--- src/rtl/rv32i_wb_arbiter.sv ---
// rv32i_wb_arbiter: round-robin arbiter for the register file's single writeback port, with registered outputs.
// Also keeps a saturating count of contended cycles for perf debug.
module rv32i_wb_arbiter #(
   parameter int NUM_REQ = 3,
   parameter int CNT_W   = 16
) (
   input  logic                    clk,
   input  logic                    reset,
   input  logic [NUM_REQ-1:0]      req_valid,
   input  logic [NUM_REQ*5-1:0]    req_reg,
   input  logic [NUM_REQ*32-1:0]   req_data,
   output logic [NUM_REQ-1:0]      req_ready,
   input  logic                    wb_hold,
   output logic                    wb_enable,
   output logic [4:0]              wb_reg,
   output logic [31:0]             wb_data,
   output logic [CNT_W-1:0]        contend_cnt
);
   localparam int PW = $clog2(NUM_REQ);
   logic [PW-1:0] rr_ptr, nxt_ptr;
   logic          xfer, contended;
   logic [4:0]    sel_reg;
   logic [31:0]   sel_data;
   int            best, gi, d;
   // The winner is the valid requester with the smallest circular distance from rr_ptr.
   always_comb begin
      best = NUM_REQ;
      gi = 0;
      d = 0;
      sel_reg = '0;
      sel_data = '0;
      for (int i = 0; i < NUM_REQ; i++) begin
         d = (i + NUM_REQ - int'(rr_ptr)) % NUM_REQ;
         if (req_valid[i] && d < best) begin
            best = d;
            gi = i;
            sel_reg = req_reg[5*i +: 5];
            sel_data = req_data[32*i +: 32];
         end
      end
      xfer = best < NUM_REQ && !wb_hold && !reset;
      for (int i = 0; i < NUM_REQ; i++) req_ready[i] = xfer && gi == i;
      nxt_ptr = PW'((gi + 1) % NUM_REQ);
      contended = $countones(req_valid) > 1;
   end
   // x0 writes are consumed but never strobed, and leave the address/data registers alone.
   always_ff @(posedge clk) begin
      if (reset) begin
         wb_enable <= 1'b0;
         wb_reg <= '0;
         wb_data <= '0;
         rr_ptr <= '0;
         contend_cnt <= '0;
      end else begin
         wb_enable <= xfer && sel_reg != 5'd0;
         if (xfer && sel_reg != 5'd0) begin
            wb_reg <= sel_reg;
            wb_data <= sel_data;
         end
         if (xfer) rr_ptr <= nxt_ptr;
         if (contended && !(&contend_cnt)) contend_cnt <= contend_cnt + CNT_W'(1);
      end
   end
endmodule

--- config.mk ---
export PLATFORM = sky130hd
export DESIGN_NAME = rv32i_wb_arbiter
export DESIGN_NICKNAME = d
export VERILOG_FILES = /design/src/rtl/rv32i_wb_arbiter.sv
export SDC_FILE = /design/constraint.sdc
export NUM_CORES = 1
export LEC_CHECK = 0
export ABC_AREA = 0
export CAP_MARGIN = 20
export CORE_ASPECT_RATIO = 0.8
export CORE_MARGIN = 1.5
export CORE_UTILIZATION = 35
export CTS_CLUSTER_DIAMETER = 120
export DETAILED_ROUTE_END_ITERATION = 8
export HOLD_SLACK_MARGIN = 0.15
export SYNTH_ARGS = -nofsm -noshare
export SYNTH_HDL_FRONTEND = slang
export SYNTH_SLANG_ARGS = --single-unit
--- constraint.sdc ---
create_clock -name clk -period 6.6 [get_ports clk]
set_input_delay 0.99 -clock clk [delete_from_list [all_inputs] [get_ports clk]]
set_output_delay 0.99 -clock clk [all_outputs]
set_load 0.02 [all_outputs]
==> summary.txt <==
Grt total ovfl = 0
Synth Area in Compound Gates = 30.7%
Fill cells = 1355
Status = finished, final reports clean
Startpoint types = input pin
Clk slew on worst S/H paths = 0.07 ns
Hold Crit Class = reg2reg
Layout cells sized above 1 = 9.76%
Final setup vio count = 0
Cell family with most CP delay = simple AND/OR/NAND/NOR gates
Largest net degree at the start of global routing = 67
Critical path's slowest cell = clkdlybuf4s50_1
Average wire per standard cell = 18.0 um
Static Leak = 2.72 nW
Routability cong. = 0.922
CP Data Arrival Time = 5.34 ns
Ys flop type = dfxtp_1
Post-Synthesis Net Count = 830
Area of the core = 0.0142 mm2
Vias in the first global route = 5489
Drt via density = 5.63
Syn Area/Cell = 7.33 um2
First-pass DRT Iterations = 5
Worst Hold Launch = wb_data[16]$_SDFFE_PP0P_
Pwr Density = 565 mW/mm2
Critical path cell sequence = clkdlybuf4s50_1 -> nor2b_1 -> ha_1 -> nand2b_1 -> nor4_4 -> a31o_2 -> o21ai_0 -> ha_1 -> o21ai_0 -> o211a_1 -> o21a_1 -> and3_1 -> nor2_4 -> nand4_1 -> nor2b_1 -> clkdlybuf4s50_1
Number of nets in the layout = 970
Worst r2r src = rr_ptr[0]$_SDFFE_PP0P_
Post-synthesis register bit count = 56
Hold WS = 0.461 ns
Slew headroom = 36.3%
Setup ws final = 0.275 ns
Area Growth Syn to Fin = 39.6%
Pins Over Slew Limit = 0
Worst R2R End = wb_data[21]$_SDFFE_PP0P_
Mux cell area share after synthesis = 0.421%
ANT nets after route = 0
DRC viols = 0
Die Height = 110 um
I/O pins = 174
CP max FO = 8
Final Skew = 0.00510 ns
CP Buf/Inv Count = 2
Fmax achieved = 158 MHz
Clock Tree Buf Depth = 2
Clock sink total = 56
Period utilization = 95.8%
Total track usage = 23.7%
First-pass GRT wire length = 28700 um
Final WL = 18200 um
Finished Cell Area = 0.00705 mm2
Setup WS pre-CTS = 0.0648 ns
Yosys warning total = 0
Synth Area in Simple Gates = 27.7%
Asr flop ratio synth = 0%
Endpoints failing hold = 0
Actual slew at the worst max-slew pin = 0.956 ns
I/O Buffers = 173
Initial antenna violation count = 0
Worst Hold Path EP = wb_data[16]$_SDFFE_PP0P_
Overall power = 0.00398 W
TNS Setup = 0 ns
Largest register FFs = 32
Worst path max stage delay = 0.65 ns
Clk Latency, worst-skew pair = 0.29 ns
Largest family of logic cells by synthesized area = compound AO/OA/AOI/OAI gates
First DRT Iteration DRCs = 385
Total CTS buffers = 5
VDD IR max = 0.462 mV
Die X = 137 um
Initial core utilization = 35.6%
Placed cell areas = 0.00689 mm2
Maxcap violations = 0
N_diodes = 0
CTS Hold Bufs = 0
R2R depth = 20
Xor/xnor share of the synthesized area = 1.91%
CP startpoint = req_valid[0]
Setup CP Type = in2out
Full die area = 0.0152 mm2
Core Rows = 39
Worst setup EP type = output pin
Via count of the routed design = 5713
Hold depth = 2
Sequential share of the synthesized area = 22.2%
Root Driver = clkbuf_16
Synth unique cells = 72
EDFF count, synth = 0
Max H-tree Level = 2
Reg2reg setup slack = 0.66 ns
Crit path time final = 6.33 ns
HPWL Detailed = 13000 um
Syn Inst Count = 689
Clock tree from TritonCTS = yes
Adder-cell share of the synthesized area = 5.95%
Crit path required time = 5.61 ns
Synth Cell Area = 0.00505 mm2
## cells by family (layout without fill, tap and decap cells)
| group | Yosys count | after routing |
|---|---|---|
| XOR/XNOR | 11 | 11 |
| multiplexers | 2 | 2 |
| flip-flops | 56 | 56 |
| adder cells (fa/ha/maj) | 24 | 24 |
| AND/OR/NAND/NOR | 277 | 277 |
| AO/OA/AOI/OAI | 185 | 185 |
| buffers and inverters | 134 | 275 |
## worst max-delay path by stage
stage / to / slack, ns / cells after the start
after floorplan: req_ready[1] / 0.61 / 22
after global placement: req_ready[2] / 0.21 / 13
after detailed placement: req_ready[2] / 0.06 / 15
after CTS: req_ready[1] / 0.05 / 18
after global routing: req_ready[1] / -0.002 / 18
final: req_ready[1] / 0.27 / 16
## layer usage
| layer | wire (um) | vias to the layer above | share of wire (%) | GRT usage (%) |
|---|---|---|---|---|
| li1 | - | 2793 | - | - |
| met2 | 8320 | 232 | 46 | 39.4 |
| met3 | 1610 | 17 | 8.8 | 5.37 |
| met4 | 192 | 0 | 1.1 | 4.91 |
| met1 | 8090 | 2671 | 44 | 31.2 |
| met5 | 0 | - | 0 | 0 |
## through the flow
step	util [%]	std cells
floorplan	-	689
global placement	48.5	1005
detailed placement	48.5	1005
CTS	49.5	1013
global route	49.6	1014
finish	49.6	1014
## cell usage after synthesis (all sizes together) (2+ instances only)
cell | number | area, um2
a2111oi | 3 | 51.3
a211oi | 7 | 52.6
a21o | 3 | 23.8
a21oi | 23 | 115
a221oi | 33 | 477
a222oi | 2 | 20.0
a311oi | 7 | 85.1
a31oi | 34 | 213
and2 | 5 | 33.8
and3 | 34 | 213
buf | 16 | 119
clkbuf | 38 | 143
dfxtp | 56 | 1120
ha | 24 | 300
inv | 80 | 300
nand2 | 55 | 209
nand2b | 2 | 12.5
nand3 | 10 | 50.1
nand3b | 2 | 15.0
nand4 | 12 | 75.1
nor2 | 94 | 353
nor2b | 9 | 56.3
nor3 | 3 | 15.0
nor3b | 3 | 27.5
nor4 | 35 | 234
o21a | 5 | 37.5
o21ai | 15 | 75.1
o21ba | 2 | 20.0
o22ai | 32 | 200
o2bb2ai | 2 | 23.8
o31ai | 2 | 15.0
or2 | 3 | 18.8
or3 | 5 | 31.3
xnor2 | 2 | 17.5
xor2 | 9 | 78.8
## timing repair
action,CTS,global route
setup buffers,0,1
pin swaps,0,1
resized for setup,4,3
endpoints found under the setup margin,3,4
## power by group
group	internal, W	switching (W)
Combinational	0.00120	0.00208
Sequential	0.000407	0.0000379
Clock	0.000140	0.000121
Total	0.00175	0.00224
## cell usage in the layout, fill, tap and decap left out, types with 30 or more instances in the layout
master and instances:
nor4_1 34, nor2_1 92, clkdlybuf4s50_1 170, o22ai_1 32, and3_1 34, nand2_1 54, dfxtp_1 56, a221oi_2 30
inv_1 80, a31oi_1 34
## worst min-delay path, delay by kind of cell (launching register included)
family	cells	cell delay [ns]
AOI/OAI and AO/OA	1	0.05
buffers and inverters	1	0.06
DFF	1	0.31
## layout make-up
cell class	instances	area, um2	area share, %
Clock inverter	3	18.8	0.266
Tap cell	184	230	3.27
Inverter	80	300	4.26
Sequential cell	56	1120	15.9
Clock buffer	5	125	1.78
Multi-Input combinational cell	499	3410	48.4
Timing Repair Buffer	187	1840	26.1
Note: power is estimated with default switching activity, not from simulation.
